## src/rtl/rco_event_fifo_pkg.sv

```systemverilog
// Shared record layout and mode codes for the MODO counter and its event FIFO.
// Holds the field widths every rco_event_fifo file agrees on.
package rco_event_fifo_pkg;

    localparam int MODO_W = 2;
    localparam int Q_W    = 4;
    localparam int REC_W  = MODO_W + Q_W;

    typedef enum logic [MODO_W-1:0] {
        MODE_UP   = 2'b00,
        MODE_DOWN = 2'b01,
        MODE_UP3  = 2'b10,
        MODE_LOAD = 2'b11
    } modo_e;

    typedef struct packed {
        logic [MODO_W-1:0] modo;
        logic [Q_W-1:0]    q;
    } rec_t;

    function automatic rec_t make_rec(input logic [MODO_W-1:0] modo,
                                      input logic [Q_W-1:0]    q);
        rec_t rec;
        rec.modo = modo;
        rec.q    = q;
        return rec;
    endfunction

endpackage

```

## src/rtl/rco_event_fifo_if.sv

```systemverilog
// Bundle between the MODO counter/host side (master) and rco_event_fifo (slave).
// Carries the counter snapshot inputs plus the pop/status/readback signals.
interface rco_event_fifo_if
    import rco_event_fifo_pkg::*;
#(
    parameter int AW    = 2,
    parameter int CNT_W = 8
);
    logic              enable;
    logic [MODO_W-1:0] modo;
    logic [Q_W-1:0]    q;
    logic              rco;
    logic              rd_en;
    logic              clr_ovf;
    logic [REC_W-1:0]  rd_data;
    logic              rd_valid;
    logic              empty;
    logic              full;
    logic [AW:0]       level;
    logic              ovf;
    logic [CNT_W-1:0]  evt_cnt;

    modport master (
        output enable, modo, q, rco, rd_en, clr_ovf,
        input  rd_data, rd_valid, empty, full, level, ovf, evt_cnt
    );

    modport slave (
        input  enable, modo, q, rco, rd_en, clr_ovf,
        output rd_data, rd_valid, empty, full, level, ovf, evt_cnt
    );

endinterface

```

## src/rtl/rco_event_fifo_evt_fifo.sv

```systemverilog
// Synchronous record FIFO: registered read port, count-based level, full-with-pop accepts push.
// Push and pop on an empty FIFO store the push and ignore the pop (no bypass).
module rco_event_fifo_evt_fifo
    import rco_event_fifo_pkg::*;
#(
    parameter int DEPTH = 4,
    parameter int AW    = 2
) (
    input  logic        clk,
    input  logic        rst,
    input  logic        push,
    input  logic        rd_en,
    input  rec_t        wr_data,
    output rec_t        rd_data,
    output logic        rd_valid,
    output logic        empty,
    output logic        full,
    output logic [AW:0] level
);

    rec_t          mem_q [DEPTH];
    logic [AW-1:0] wr_ptr_q, wr_ptr_d;
    logic [AW-1:0] rd_ptr_q, rd_ptr_d;
    logic [AW:0]   level_q, level_d;
    logic          empty_q, empty_d;
    logic          full_q, full_d;
    rec_t          rd_data_q, rd_data_d;
    logic          rd_valid_q, rd_valid_d;
    logic          push_ok, pop_ok;

    // NOTE: every _d is assigned a default first, so no path leaves it unassigned and no latch appears.
    always_comb begin
        pop_ok     = rd_en & ~empty_q;
        push_ok    = push & (~full_q | rd_en);
        wr_ptr_d   = wr_ptr_q + AW'(push_ok);
        rd_ptr_d   = rd_ptr_q + AW'(pop_ok);
        level_d    = level_q + (AW+1)'(push_ok) - (AW+1)'(pop_ok);
        empty_d    = (level_d == '0);
        full_d     = (level_d == (AW+1)'(DEPTH));
        rd_data_d  = rd_data_q;
        rd_valid_d = pop_ok;
        if (pop_ok) begin
            rd_data_d = mem_q[rd_ptr_q];
        end
    end

    // NOTE: state uses non-blocking assignments so every flop samples pre-edge values.
    always_ff @(posedge clk or posedge rst) begin
        if (rst) begin
            wr_ptr_q   <= '0;
            rd_ptr_q   <= '0;
            level_q    <= '0;
            empty_q    <= 1'b1;
            full_q     <= 1'b0;
            rd_data_q  <= '0;
            rd_valid_q <= 1'b0;
        end else begin
            wr_ptr_q   <= wr_ptr_d;
            rd_ptr_q   <= rd_ptr_d;
            level_q    <= level_d;
            empty_q    <= empty_d;
            full_q     <= full_d;
            rd_data_q  <= rd_data_d;
            rd_valid_q <= rd_valid_d;
        end
    end

    // NOTE: the storage array has no reset; entries are don't-care until written.
    always_ff @(posedge clk) begin
        if (push_ok) begin
            mem_q[wr_ptr_q] <= wr_data;
        end
    end

    assign rd_data  = rd_data_q;
    assign rd_valid = rd_valid_q;
    assign empty    = empty_q;
    assign full     = full_q;
    assign level    = level_q;

endmodule

```

## src/rtl/rco_event_fifo.sv

```systemverilog
// Captures {modo,q} on each qualified MODO rco pulse; tracks event count and sticky overflow.
// Define RCO_EDGE_EN to qualify only the rising edge of rco (one record per rco high run).
module rco_event_fifo
    import rco_event_fifo_pkg::*;
#(
    parameter int DEPTH = 4,
    parameter int AW    = 2,
    parameter int CNT_W = 8
) (
    input  logic              clk,
    input  logic              rst,
    rco_event_fifo_if.slave   bus
);

    logic             push_req;
    logic             drop;
    logic             fifo_full;
    logic [CNT_W-1:0] evt_cnt_q, evt_cnt_d;
    logic             ovf_q, ovf_d;
    rec_t             fifo_rd_data;

`ifdef RCO_EDGE_EN
    logic rco_dly_q, rco_dly_d;

    always_comb begin
        rco_dly_d = bus.rco;
        push_req  = bus.enable & bus.rco & ~rco_dly_q;
    end

    always_ff @(posedge clk or posedge rst) begin
        if (rst) begin
            rco_dly_q <= 1'b0;
        end else begin
            rco_dly_q <= rco_dly_d;
        end
    end
`else
    always_comb begin
        push_req = bus.enable & bus.rco;
    end
`endif

    // A full FIFO still accepts the push when the same edge pops a slot free.
    always_comb begin
        drop      = push_req & fifo_full & ~bus.rd_en;
        evt_cnt_d = evt_cnt_q + CNT_W'(push_req);
        ovf_d     = ovf_q;
        if (bus.clr_ovf) begin
            ovf_d = 1'b0;
        end
        if (drop) begin
            ovf_d = 1'b1;
        end
    end

    always_ff @(posedge clk or posedge rst) begin
        if (rst) begin
            evt_cnt_q <= '0;
            ovf_q     <= 1'b0;
        end else begin
            evt_cnt_q <= evt_cnt_d;
            ovf_q     <= ovf_d;
        end
    end

    rco_event_fifo_evt_fifo #(
        .DEPTH (DEPTH),
        .AW    (AW)
    ) u_fifo (
        .clk      (clk),
        .rst      (rst),
        .push     (push_req),
        .rd_en    (bus.rd_en),
        .wr_data  (make_rec(bus.modo, bus.q)),
        .rd_data  (fifo_rd_data),
        .rd_valid (bus.rd_valid),
        .empty    (bus.empty),
        .full     (fifo_full),
        .level    (bus.level)
    );

    assign bus.rd_data = fifo_rd_data;
    assign bus.full    = fifo_full;
    assign bus.ovf     = ovf_q;
    assign bus.evt_cnt = evt_cnt_q;

endmodule

```

## src/flat_wrapper.sv

```systemverilog
// flat-port wrapper written by rule: the top's interface ports become plain ports
module rco_event_fifo_flat import rco_event_fifo_pkg::*;
#(
    parameter int DEPTH = 4,
    parameter int AW    = 2,
    parameter int CNT_W = 8
)
  (clk, rst, bus_enable, bus_modo, bus_q, bus_rco, bus_rd_en, bus_clr_ovf, bus_rd_data, bus_rd_valid, bus_empty, bus_full, bus_level, bus_ovf, bus_evt_cnt);
  rco_event_fifo_if #(.AW(AW), .CNT_W(CNT_W)) bus_i ();
  input  logic clk;
  input  logic rst;
  input wire logic [$bits(bus_i.enable)-1:0] bus_enable;
  input wire logic [$bits(bus_i.modo)-1:0] bus_modo;
  input wire logic [$bits(bus_i.q)-1:0] bus_q;
  input wire logic [$bits(bus_i.rco)-1:0] bus_rco;
  input wire logic [$bits(bus_i.rd_en)-1:0] bus_rd_en;
  input wire logic [$bits(bus_i.clr_ovf)-1:0] bus_clr_ovf;
  output wire logic [$bits(bus_i.rd_data)-1:0] bus_rd_data;
  output wire logic [$bits(bus_i.rd_valid)-1:0] bus_rd_valid;
  output wire logic [$bits(bus_i.empty)-1:0] bus_empty;
  output wire logic [$bits(bus_i.full)-1:0] bus_full;
  output wire logic [$bits(bus_i.level)-1:0] bus_level;
  output wire logic [$bits(bus_i.ovf)-1:0] bus_ovf;
  output wire logic [$bits(bus_i.evt_cnt)-1:0] bus_evt_cnt;
  assign bus_i.enable = bus_enable;
  assign bus_i.modo = bus_modo;
  assign bus_i.q = bus_q;
  assign bus_i.rco = bus_rco;
  assign bus_i.rd_en = bus_rd_en;
  assign bus_i.clr_ovf = bus_clr_ovf;
  assign bus_rd_data = bus_i.rd_data;
  assign bus_rd_valid = bus_i.rd_valid;
  assign bus_empty = bus_i.empty;
  assign bus_full = bus_i.full;
  assign bus_level = bus_i.level;
  assign bus_ovf = bus_i.ovf;
  assign bus_evt_cnt = bus_i.evt_cnt;
  rco_event_fifo #(.DEPTH(DEPTH), .AW(AW), .CNT_W(CNT_W)) u_core (.clk(clk), .rst(rst), .bus(bus_i));
endmodule
```

## config.mk

```make
export PLATFORM = sky130hd
export DESIGN_NAME = rco_event_fifo_flat
export DESIGN_NICKNAME = d
export VERILOG_FILES = /design/src/rtl/rco_event_fifo_pkg.sv /design/src/rtl/rco_event_fifo_if.sv /design/src/rtl/rco_event_fifo_evt_fifo.sv /design/src/rtl/rco_event_fifo.sv /design/src/flat_wrapper.sv
export SDC_FILE = /design/constraint.sdc
export NUM_CORES = 1
export LEC_CHECK = 0
export CELL_PAD_IN_SITES_DETAIL_PLACEMENT = 1
export CELL_PAD_IN_SITES_GLOBAL_PLACEMENT = 1
export CORE_ASPECT_RATIO = 1.2
export CORE_UTILIZATION = 39
export CTS_CLUSTER_SIZE = 40
export DETAILED_ROUTE_END_ITERATION = 16
export GPL_TIMING_DRIVEN = 0
export PLACE_DENSITY_LB_ADDON = 0.1
export SYNTH_ARGS = -nofsm -noshare
export SYNTH_HDL_FRONTEND = slang
export SYNTH_HIERARCHICAL = 1
export SYNTH_SLANG_ARGS = --single-unit
```

## constraint.sdc

```tcl
create_clock -name clk -period 2.2 [get_ports clk]
set_clock_uncertainty 0.2 [all_clocks]
set_input_delay 0.55 -clock clk [delete_from_list [all_inputs] [get_ports clk]]
set_output_delay 0.55 -clock clk [all_outputs]
set_load 0.03 [all_outputs]
```

==> metrics.cfg <==
[sta]
clock.fmax_mhz = 444
rsz0062_at_grt = true
finalHoldViolations = 0
worst_slack_ns = -0.0536
setup_viol = 2
fin_crit_ns = 2.25
worstMarginPinSlew_ns = 1.07
slew_violations = 0
period_share_pct = 102
slew_headroom_pct = 28.8

[setup_path]
crit_family = adder cells
crit_top_cell = xnor2_2
cp_num_buf_inv = 2
critPathArrivalTime_ns = 2.27
max_stage_delay_ns = 0.35
cp_slowest_cell = fa_2
critPathMaxFanout = 5
crit_chain = dlygate4sd2_1 -> o21ai_4 -> o21ai_2 -> ha_2 -> fa_2 -> xnor2_2 -> xnor2_2 -> buf_4 -> nor3_4
crit_path_end_kind = flip-flop
critical_path_required_ns = 2.22
critical_path_class = input port to flip-flop
critPathLaunchType = input port

[global_routing]
overflow = 0
grt_pass1_wl_mm = 6.23
grt_usage_pct = 16.7
grt_max_degree = 17
grt_pass1_vias = 1208
antenna_found_initial = 0

[yosys]
syn-cell-area_um2 = 1920
yosys_warnings = 6
syn_area_per_cell_um2 = 15.9
syn_nets = 138
synth_top_area_cell = edfxtp_1
ys_top_cells_by_area = edfxtp_1, dfrtp_1, mux2i_1
yosysSeqAreaShare_pct = 70.2
synth_cell_types = 29
synth_top_area_share_pct = 37.5
synthCells = 121
synth_seq_cells = 49

[clock_network]
clockBufferDepth = 2
cts_hold_buf = 0
cts_sinks = 49
clk_transition_reported_paths_ns = 0.08
cts_tree = yes
clk_latency_ns = 0.29
cts_buffers = 5
cts_root_buffer = clkbuf_8
htree_levels = 2

[place]
dpl_cell_area_um2 = 2350
dp_hpwl_mm = 2.61
numPlacedInstances = 211
routabilityCongestion = 0.692
io_buffers = 32

[drt]
drtAntennaViolNets = 0
detail_route.wl_per_cell_um = 16.6
via_per_inst = 4.94
drtPass1Iterations = 4
routed_wl_mm = 3.78
drtIter0Drc = 34
drcViolationCount = 0
vias = 1121

[floorplanning]
floorplan.initialDensity_pct = 41.2
io_pins = 33
dieWidth_um = 66.0
rows = 27
core_area_um2 = 4660
die_h_um = 78.9
die_area_um2 = 5210

[cells_and_area]
mostFrequentLayoutCells = clkdlybuf4s50_1, dfrtp_1, edfxtp_1
syn_to_final_growth_pct = 31.4
final_common_cell = clkdlybuf4s50_1
fillers = 465
finalInstanceArea_um2 = 2520
nets = 185
regArea_um2 = 1350
fin_cells = 227
layout-drive-gt1-share_pct = 19.5
antenna_cells = 0
multi_input_area_um2 = 576

[run_status]
violations = negative setup slack
outcome = finished, violations left

[pwr]
p_leak_nw = 1.06
power_density_nw_per_um2 = 1310
peakVddDrop_v = 0.000535

[run]
maxCapViolations = 0

[hold_path]
hp-class = flip-flop to flip-flop

[report_power, final]
| part | switching [W] | internal [W] |
|---|---|---|
| logic | 0.000759 | 0.000692 |
| registers | 0.000160 | 0.00120 |
| clock network | 0.000269 | 0.000226 |
[cells in the mapped netlist]
library cell and number:
buf_4 1, and2_1 1, o21ai_0 2, clkinv_4 1, xor2_1 3, mux2i_1 12
edfxtp_1 24, nor3_1 2, nand2b_4 1, inv_1 6, and3_1 1, nand2b_1 2
nand2_1 9, dfrtp_1 24, fa_1 1, nand3_1 2, and3_2 1, nor3b_1 2
nand4_1 1, ha_1 4, dfstp_2 1, nand3b_1 1, xnor2_1 7, and4_1 1
o21ai_2 1, nand2_4 1, o221ai_1 6, nor3b_2 1, buf_6 2
[worst register-to-register path, delay by kind of cell, from the launching register on]
| family | cells | cell delay [ns] |
|---|---|---|
| xor+xnor | 2 | 0.32 |
| simple gates | 3 | 0.34 |
| fa+ha+maj | 2 | 0.52 |
| compound gates | 1 | 0.05 |
| buf+inv | 2 | 0.21 |
| flops | 1 | 0.54 |
[stage by stage]
stage	setup TNS [ns]	hold slack, ns	setup slack [ns]	total power [W]	util (%)
final	-0.103	0.290	-0.0536	0.00331	54.1
after global routing	-0.692	0.313	-0.138	0.00351	54.1
after CTS	-0.175	0.294	-0.101	0.00325	53.1
after detailed placement	-16.22	0.275	-0.817	0.00268	50.3
after global placement	-15.72	0.263	-0.743	0.00263	50.3
after floorplan	-0.341	0.178	-0.187	0.00220	-
[final timing paths]
| kind | depth (start not counted) | startpoint | end | slack (ns) |
|---|---|---|---|---|
| min reg2reg | 1 | u_core/bus.evt_cnt[7] | u_core/bus.evt_cnt[7] | 0.29 |
| max in group asynchronous | 2 | rst | u_core/u_fifo/rd_data[0] | 0.87 |
| min | 1 | u_core/bus.evt_cnt[7] | u_core/bus.evt_cnt[7] | 0.29 |
| min in group asynchronous | 2 | rst | u_core/bus.ovf | 0.36 |
| max | 9 | bus_rd_en | u_core/u_fifo/empty | -0.05 |
| max reg2reg | 10 | u_core/u_fifo/empty | u_core/u_fifo/empty | -0.04 |
[metal layers]
layer	track usage, %	part of all wire (%)	vias to the layer above	wire, um
met5	0	0	-	0
met4	4.47	0.32	0	12
met3	3.45	2.2	2	83
met2	28.7	56	18	2100
met1	21.1	42	576	1580
li1	-	-	525	-
[repair_timing]
action                     4_1_cts  5_1_grt
setup endpoints to repair       23       11
resized for setup                9        4
buffers inserted                 5        4
pin swaps                        6        5
[cell families (layout without fill, tap and decap cells)]
| group | after synthesis | in the layout | synth area share (%) |
|---|---|---|---|
| flops | 49 | 49 | 70.2 |
| buf+inv | 10 | 58 | 3.19 |
| xor+xnor | 10 | 10 | 4.56 |
| simple gates | 26 | 26 | 8.41 |
| fa+ha+maj | 5 | 5 | 3.65 |
| compound gates | 9 | 9 | 3.72 |
| mux | 12 | 12 | 6.26 |
[state kept, by name (all words and copies together), names as in the netlist]
register / flops
u_core/bus.evt_cnt: 8
u_core/bus.ovf: 1
u_core/u_fifo/empty: 1
u_core/u_fifo/full: 1
u_core/u_fifo/level: 3
u_core/u_fifo/mem_q: 24
u_core/u_fifo/rd_data: 6
u_core/u_fifo/rd_ptr_q: 2
u_core/u_fifo/rd_valid: 1
u_core/u_fifo/wr_ptr_q: 2
[layout make-up]
cell class,count,area share [%]
plain buffers,2,0.744
clock buffers,8,3.18
inverters,7,1.54
multi-input cells,62,22.8
flip-flops and latches,49,53.4
well taps,58,2.88
repair buffers,41,15.4
No activity file was read; power rests on OpenSTA's default activity.
